## src/rtl/regfile_write_arbiter.sv

```systemverilog
// Shares the single regfile write port between the WB stage (priority) and a small mult/div result FIFO.
// Optional RSTATUS_EXC_EN: excepting MD results are redirected to r30 carrying the exception code.
module regfile_write_arbiter #(
   parameter int MD_DEPTH     = 2,
   parameter int STARVE_LIMIT = 8
) (
   input  logic        clock,
   input  logic        reset,
   input  logic        wb_we,
   input  logic [4:0]  wb_rd,
   input  logic [31:0] wb_data,
   input  logic        md_valid,
   output logic        md_ready,
   input  logic [4:0]  md_rd,
   input  logic [31:0] md_data,
`ifdef RSTATUS_EXC_EN
   input  logic        md_exc,
   input  logic [31:0] md_exc_code,
`endif
   output logic        ctrl_writeEnable,
   output logic [4:0]  ctrl_writeReg,
   output logic [31:0] data_writeReg,
   output logic        wb_stall,
   output logic [31:0] pending_mask
);
   localparam int PTR_W    = (MD_DEPTH > 1) ? $clog2(MD_DEPTH) : 1;
   localparam int CNT_W    = $clog2(MD_DEPTH + 1);
   localparam int STARVE_W = $clog2(STARVE_LIMIT + 1);

   logic [MD_DEPTH-1:0] ent_live;
   logic [4:0]          ent_rd   [MD_DEPTH];
   logic [31:0]         ent_data [MD_DEPTH];
   logic [PTR_W-1:0]    rd_ptr, wr_ptr;
   logic [CNT_W-1:0]    count;
   logic [STARVE_W-1:0] starve_cnt;

   logic [4:0]  enq_rd;
   logic [31:0] enq_data;
   logic        fifo_empty, wb_owns, wb_write, deq, enq, head_live, starve_hit;
   logic        wr_en_p0;
   logic [4:0]  wr_reg_p0;
   logic [31:0] wr_data_p0;

`ifdef RSTATUS_EXC_EN
   assign enq_rd   = md_exc ? 5'd30 : md_rd;
   assign enq_data = md_exc ? md_exc_code : md_data;
`else
   assign enq_rd   = md_rd;
   assign enq_data = md_data;
`endif

   assign md_ready   = (count < CNT_W'(MD_DEPTH));
   assign fifo_empty = (count == '0);
   // A WB request with rd=0 still occupies the port; it just never writes.
   assign wb_owns    = !wb_stall && wb_we;
   assign wb_write   = wb_owns && (wb_rd != 5'd0);
   assign deq        = !wb_owns && !fifo_empty;
   assign enq        = md_valid && md_ready;
   assign head_live  = !fifo_empty && ent_live[rd_ptr];
   assign starve_hit = head_live && wb_owns && (starve_cnt == STARVE_W'(STARVE_LIMIT - 1));

   always_comb begin
      pending_mask = '0;
      for (int i = 0; i < MD_DEPTH; i++)
         if (ent_live[i]) pending_mask[ent_rd[i]] = 1'b1;
      pending_mask[0] = 1'b0;
   end

   always_ff @(posedge clock or negedge reset) begin
      if (!reset) begin
         ent_live <= '0;
         rd_ptr   <= '0;
         wr_ptr   <= '0;
         count    <= '0;
      end else begin
         // An accepted WB write supersedes any queued result for the same register.
         for (int i = 0; i < MD_DEPTH; i++)
            if (wb_write && (ent_rd[i] == wb_rd)) ent_live[i] <= 1'b0;
         if (deq) begin
            ent_live[rd_ptr] <= 1'b0;
            rd_ptr           <= rd_ptr + 1'b1;
         end
         if (enq) begin
            ent_live[wr_ptr] <= (enq_rd != 5'd0) && !(wb_write && (enq_rd == wb_rd));
            wr_ptr           <= wr_ptr + 1'b1;
         end
         if (enq && !deq)      count <= count + 1'b1;
         else if (!enq && deq) count <= count - 1'b1;
      end
   end

   always_ff @(posedge clock) begin
      if (enq) begin
         ent_rd[wr_ptr]   <= enq_rd;
         ent_data[wr_ptr] <= enq_data;
      end
   end

   // stage 0: port selection
   always_comb begin
      wr_en_p0   = 1'b0;
      wr_reg_p0  = 5'd0;
      wr_data_p0 = 32'd0;
      if (wb_write) begin
         wr_en_p0   = 1'b1;
         wr_reg_p0  = wb_rd;
         wr_data_p0 = wb_data;
      end else if (deq && head_live) begin
         wr_en_p0   = 1'b1;
         wr_reg_p0  = ent_rd[rd_ptr];
         wr_data_p0 = ent_data[rd_ptr];
      end
   end

   // stage 1: registered regfile write port and starvation control
   always_ff @(posedge clock or negedge reset) begin
      if (!reset) begin
         ctrl_writeEnable <= 1'b0;
         ctrl_writeReg    <= 5'd0;
         data_writeReg    <= 32'd0;
         wb_stall         <= 1'b0;
         starve_cnt       <= '0;
      end else begin
         ctrl_writeEnable <= wr_en_p0;
         ctrl_writeReg    <= wr_reg_p0;
         data_writeReg    <= wr_data_p0;
         wb_stall         <= starve_hit;
         if (deq || fifo_empty || starve_hit)
            starve_cnt <= '0;
         else if (head_live && wb_owns)
            starve_cnt <= starve_cnt + 1'b1;
      end
   end
endmodule

```

## config.mk

```make
export PLATFORM = sky130hd
export DESIGN_NAME = regfile_write_arbiter
export DESIGN_NICKNAME = d
export VERILOG_FILES = /design/src/rtl/regfile_write_arbiter.sv
export SDC_FILE = /design/constraint.sdc
export NUM_CORES = 1
export LEC_CHECK = 0
export ABC_AREA = 1
export BUFFER_PORTS_ARGS = -buffer_cell sky130_fd_sc_hd__buf_2
export CORE_ASPECT_RATIO = 2
export CORE_MARGIN = 3
export CORE_UTILIZATION = 56
export DETAILED_ROUTE_END_ITERATION = 10
export PLACE_DENSITY = 0.92
export SLEW_MARGIN = 20
export SYNTH_ARGS = -nofsm -noshare
export SYNTH_HDL_FRONTEND = slang
export SYNTH_SLANG_ARGS = --single-unit
```

## constraint.sdc

```tcl
create_clock -name clock -period 6.1 [get_ports clock]
set_clock_uncertainty 0.05 [all_clocks]
set_input_delay 0.305 -clock clock [delete_from_list [all_inputs] [get_ports clock]]
set_output_delay 0.305 -clock clock [all_outputs]
set_load 0.02 [all_outputs]
```

---- After elaboration in Yosys (flattened, before gate mapping) ----
Memories as Yosys holds them, arrays and structs flattened.
Cells that the tools add are included.
storage, ports and cells
  input bits .............................. 78
  bits in writable memories ............... 74
  bits in registers ....................... 49
  logic and storage cells ................. 92
  memories kept ........................... 2
operators by class
  muxes and demuxes ....................... 29
  reductions and logical operators ........ 31
  bitwise operators ....................... 3
  equality and inequality tests ........... 4
  $lt $le $gt $ge ......................... 9
  $add $sub $neg .......................... 5
memories
  name      words  width  read ports  clocked after memory_dff  wr ports  line  RTL
  ent_data  2      32     1           0                         1         32    logic [31:0] ent_data [MD_DEPTH];
  ent_rd    2      5      3           0                         1         31    logic [4:0] ent_rd [MD_DEPTH];
operator list
  kind                                                         number
  2-to-1 mux 32 bit                                            4
  OR 32 bit                                                    1
  logical AND 1 bit                                            18
  equality test 5 bit                                          3
  less-than comparator 5 x 6 -> 1 bit (second input constant)  2
  2-to-1 mux 1 bit                                             12
  demux 1 bit (select 5 bit)                                   2
  >= comparator 5 x 1 -> 1 bit (second input constant)         2
  2-to-1 mux 5 bit                                             2
  nonzero test 5 bit                                           2
  2-to-1 mux 2 bit                                             4
  2-to-1 mux 4 bit                                             2
  logical NOT 1 bit                                            6
  adder 4 x 1 -> 4 bit (second input constant)                 1
  equality test 4 x 3 -> 1 bit (second input constant)         1
  less-than comparator 1 x 2 -> 1 bit (second input constant)  2
  nonzero test 2 bit                                           2
  adder 1 bit (second input constant)                          2
  adder 2 x 1 -> 2 bit (second input constant)                 1
  AND 2 bit                                                    1
  bitwise mux 2 bit                                            1
  demux 1 bit (select 1 bit)                                   2
  >= comparator 1 bit (second input constant)                  2
  logical NOT 2 bit                                            1
  other kinds (4)                                              5

---- Depth between registers and ports, before layout ----
  depth after elaboration ................. 9
  mapped depth ............................ 8
  mapped depth without buffers ............ 8

---- Worst setup path after synthesis ----
OpenSTA, ideal clock, no wires.
  path kind ............................... register to register
  from .................................... register count[1]
  to ...................................... memory ent_data[1][0] (enable)
  setup slack ............................. 3297 ps
  setup time .............................. 434 ps
  cell stages (with the launch flop) ...... 4
  data required time ...................... 5616 ps
  period minus slack after synthesis ...... 2803 ps
  arrival time ............................ 2318 ps
  cell sequence ........................... dfrtp_1 > inv_1 > nand2_1 > nor2_1
on the way
  word-level cells in the longest chain between the ends .. 4
ends and longest elaborated chain
  item                                    line  RTL
  start: declaration                      34    logic [CNT_W-1:0] count;
  start signal: assignment                87    if (enq && !deq) count <= count + 1'b1;
  start signal: assignment                88    else if (!enq && deq) count <= count - 1'b1;
  less-than comparator 2 bit              52    assign md_ready = (count < CNT_W'(MD_DEPTH));
  named net md_ready                      13    output logic md_ready,
  logical AND 1 bit                       58    assign enq = md_valid && md_ready;
  2-to-1 mux 1 bit                        93    if (enq) begin
  2-to-1 mux 1 bit (not written as such)  95    ent_data[wr_ptr] <= enq_data;
  end: declaration                        32
The timed path passes the listed nets, and every way through them passes these cells.

---- Worst setup path after layout ----
  from .................................... register ent_live[0]
  to ...................................... output pending_mask[4]
on the way
  word-level cells in the longest chain between the ends .. 3
ends and longest elaborated chain
  item                              line  RTL
  start: declaration                30    logic [MD_DEPTH-1:0] ent_live;
  start signal: indexed assignment  84    ent_live[wr_ptr] <= (enq_rd != 5'd0) && !(wb_write && (enq_rd == wb_rd));
  2-to-1 mux 32 bit *               65    if (ent_live[i]) pending_mask[ent_rd[i]] = 1'b1;
  OR 32 bit (no line)               -
  2-to-1 mux 32 bit *               65
  end: declaration                  24    output logic [31:0] pending_mask
Every way passes the cells marked *; elsewhere a longest branch is shown, timed or not.

==> qor.log <==
[status] outcome completed
[drt] count of vias placed by the detailed router 4393
[synth] Synth Net Count 575
[clock_network] clock transition at the registers of the reported paths 0.05 ns
[final_layout] end-of-flow core utilization 74.15%
[critical_path] source of the worst register-to-register timing path rd_ptr
[clock_network] total setup buffers inserted after CTS 0
[final_layout] diode insertion count for antenna repair 0
[clock_network] number of levels in the clock H-tree 4
[synth] arithmetic-cell share of the synthesized area counting full adders, half adders and majority gates 0.4706%
[floorplanning] starting utilization of the core area 58.21%
[clock_network] TritonCTS sink count 123
[drt] via-per-instance ratio 5.780
[clock_network] number of hold buffers added after cts 0
[place] Post-Place Cells 726
[clock_network] clock network latency to the later pin of the worst-skew pair 0.41 ns
[power_and_ir_drop] P_int 2.015 mW
[sta] post-layout minimum cycle time 2.364 ns
[clock_network] CTS tree yes
[critical_path] critical path endpoint category primary output
[place] post-place instance area 6086 sq um
[clock_network] number of clock buffers inserted by TritonCTS 17
[final_layout] Layout area overhead 27.39%
[sta] total count of hold-check failures in the final report 0
[synth] number of different library cells in the post-synthesis netlist 29
[power_and_ir_drop] worst vdd rail ir drop 0.3856 mV
[drt] Total Routed Length 14200 um
[place] placer congestion estimate 0.9056
[clock_network] root cell of the clock tree sky130_fd_sc_hd__clkbuf_16
[sta] Worst Tran Pin Value 0.8384 ns
[floorplanning] vertical die dimension 143.8 um
[place] worst setup timing slack at the placement stage 4.104 ns
[grt] grt peak-use layer met2
[sta] sum of negative setup slack 0 ns
[min_path] min-delay worst type primary input to flop
[power_and_ir_drop] combinational fraction of design power 26.3%
[final_layout] post-route cell area 6774 sq um
[place] post-DP HPWL 9953 um
[clock_network] post-cts gate resize count 0
[final_layout] proportion of layout cells with a drive suffix above 1 31.91%
[synth] fraction of synthesis flops using an asynchronous set or reset pin 39.84%
[critical_path] worst-path fanout max 7
[min_path] Hold Startpoint md_data[19]
[clock_network] maximum count of clock buffers along a single path 2
[floorplanning] die width 74.91 um
[sta] normalized max-slew margin 43.68%
[place] number of input and output port buffers inserted 148
[sta] post-route clock period utilization 38.75%
[synth] synthesized-area fraction occupied by xor and xnor cells 2.471%
[drt] Routed WL per cell 18.69 um
[grt] aggregate global-route resource usage 26.87%
[synth] synthesized area 5318 sq um
[floorplanning] top-level I/O count 150
[grt] overflow left after global routing 0
[floorplanning] total die area 10770 sq um
[power_and_ir_drop] Lkg Pwr 3.052 nW
[synth] Most used DFF post-synth sky130_fd_sc_hd__edfxtp_1
[synth] number of synthesized register bits 123
[grt] maximum number of pins on one net before global-route repair 50
[sta] maximum achievable frequency 423.1 MHz
[critical_path] path type of the worst setup path flop to primary output
[floorplanning] row count 49
[final_layout] footprint of the flip-flops and latches 3448 sq um
[run] max-cap viol count 0
[grt] met3 track utilization from global routing 5.882%
[synth] yosys synthesis warning count 0
[synth] count of flip-flops with a built-in enable after synthesis 74
[synth] area leader, netlist sky130_fd_sc_hd__edfxtp_1
[synth] largest cells by area after synthesis sky130_fd_sc_hd__edfxtp_1, sky130_fd_sc_hd__dfrtp_1, sky130_fd_sc_hd__nand2_1, sky130_fd_sc_hd__nor2_1, sky130_fd_sc_hd__o21ai_0
[synth] area share of the largest cell type after synthesis 41.79%
[critical_path] required time of the critical path 5.74 ns
[sta] RSZ-0062 raised after global routing no
[drt] Post-DRT Antenna Nets 0
[sta] worst setup margin 3.736 ns
[drt] # DRC 0
[synth] dominant combinational cell family by area after synthesis simple AND/OR/NAND/NOR gates
[floorplanning] core region area 9135 sq um
[final_layout] number of filler instances in the final layout 590
[sta] final setup violating endpoints 0
[grt] wire length of the first global-routing pass 20960 um
[power_and_ir_drop] proportion of total power due to net switching 33.75%
[synth] average size of a mapped cell 10.74 sq um
[final_layout] area of the multi-input gates 1653 sq um
[sta] max-slew violation count 0
[power_and_ir_drop] portion of total power attributed to the clock network 34.9%
[power_and_ir_drop] sequential fraction of design power 38.8%
[synth] mux cell area share after synthesis 0%
[drt] number of detailed-route iterations in the first pass 5
[grt] GR Layer Usage met2 47.65%
[drt] drt first-iter violations 307
[power_and_ir_drop] areal power density over the cells 449.0 nW/um^2
[final_layout] Nets 725
[power_and_ir_drop] switching component of the power 1.027 mW
[grt] GR met1 Demand/Resource 26.26%
[critical_path] critical path startpoint category flop
[grt] via count of the first global-routing pass 4287
[synth] simple-gate share of the synthesized area 17.22%
[synth] synthesized-area fraction occupied by ao, oa, aoi and oai cells 10.71%
[synth] sequential-to-total area share from yosys stat 64.85%
[synth] Cells after Synth 495
[critical_path] Critical Path Source ent_live[0]
[critical_path] data arrival time at the worst-slack endpoint 2.01 ns
[grt] number of antenna violations at the first check in global routing 0
[final_layout] non-filler instance count after layout 760
[registers in the layout, indices dropped and copies added (netlist names)]
| register | flops |
|---|---|
| count | 2 |
| ent_data | 64 |
| wb_stall | 1 |
| wr_ptr | 1 |
| ent_live | 2 |
| data_writeReg | 32 |
| rd_ptr | 1 |
| starve_cnt | 4 |
| ctrl_writeEnable | 1 |
| ctrl_writeReg | 5 |
| ent_rd | 10 |
[final timing paths]
kind                       cells past startpoint           endpoint  slack (ns)
setup / recovery                               5    pending_mask[4]        3.74
hold / removal                                 1    ent_data[0][19]        0.03
setup reg to reg                               6        ent_live[1]        4.01
hold reg to reg                                2             wr_ptr        0.47
max in group asynchronous                      2  data_writeReg[27]        5.16
min in group asynchronous                      2  data_writeReg[30]        0.42
[cells by family after synthesis]
group,after synthesis
and+or+nand+nor,224
buffers and inverters,48
DFF,123
AOI/OAI and AO/OA,82
other,1
xor gates and xnor gates,15
adders and majority gates,2
[final cells by class]
| cell class | count | share of cell area [%] |
|---|---|---|
| tap | 102 | 1.884 |
| timing repair buffer | 152 | 11.75 |
| sequential | 123 | 50.91 |
| multi-input combinational | 324 | 24.40 |
| clock buffer | 20 | 7.222 |
| inverter | 27 | 1.496 |
| clock inverter | 12 | 2.346 |
[power by group through the flow]
| stage | clock network, mW | logic, mW | registers, mW |
|---|---|---|---|
| floorplan | 0 | 0.462 | 1.25 |
| global placement | 0 | 0.735 | 1.18 |
| detailed placement | 0 | 0.772 | 1.19 |
| CTS | 1.07 | 0.792 | 1.18 |
| global route | 1.11 | 0.864 | 1.19 |
| finish | 1.06 | 0.799 | 1.18 |
[Yosys cell counts, drive strengths merged, types with 6 or more instances]
| cell | number |
|---|---|
| xnor2 | 6 |
| nand3 | 20 |
| nor3 | 14 |
| nand2 | 107 |
| o21ai | 42 |
| dfrtp | 49 |
| edfxtp | 74 |
| clkbuf | 8 |
| inv | 27 |
| o31ai | 32 |
| buf | 13 |
| nor2 | 81 |
| xor2 | 9 |
[layout by cell type (no fill, tap or decap), types with 9 or more instances in the layout]
master,n
sky130_fd_sc_hd__xor2_1,9
sky130_fd_sc_hd__o31ai_2,14
sky130_fd_sc_hd__nand3_1,20
sky130_fd_sc_hd__inv_1,23
sky130_fd_sc_hd__dfrtp_1,49
sky130_fd_sc_hd__o21ai_0,40
sky130_fd_sc_hd__nor2_1,79
sky130_fd_sc_hd__edfxtp_1,74
sky130_fd_sc_hd__clkbuf_16,19
sky130_fd_sc_hd__o31ai_1,18
sky130_fd_sc_hd__nor3_1,11
sky130_fd_sc_hd__nand2_1,104
sky130_fd_sc_hd__buf_2,147
[worst max-delay path, stage by stage (launching register included)]
cell and delay, ns:
sky130_fd_sc_hd__dfrtp_1 0.39, sky130_fd_sc_hd__inv_1 0.14, sky130_fd_sc_hd__nor3_1 0.67, sky130_fd_sc_hd__nand2_1 0.10
sky130_fd_sc_hd__o21ai_0 0.12, sky130_fd_sc_hd__buf_2 0.19
[per-layer routing]
layer | vias up | wire length [um] | share of wire (%)
li1 | 1992 | - | -
met3 | 65 | 962 | 6.8
met5 | - | 0 | 0
met1 | 2072 | 4502 | 32
met2 | 264 | 7846 | 55
met4 | 0 | 892 | 6.3
[metrics by stage]
step                      hold slack, ns  total power [mW]
after floorplan                 -0.04059             1.712
after global placement            0.4124             1.916
final                            0.03305             3.042
after CTS                        0.02273             3.045
after global routing             0.02737             3.171
after detailed placement          0.4464             1.963
(Power assumes the default switching activity.)
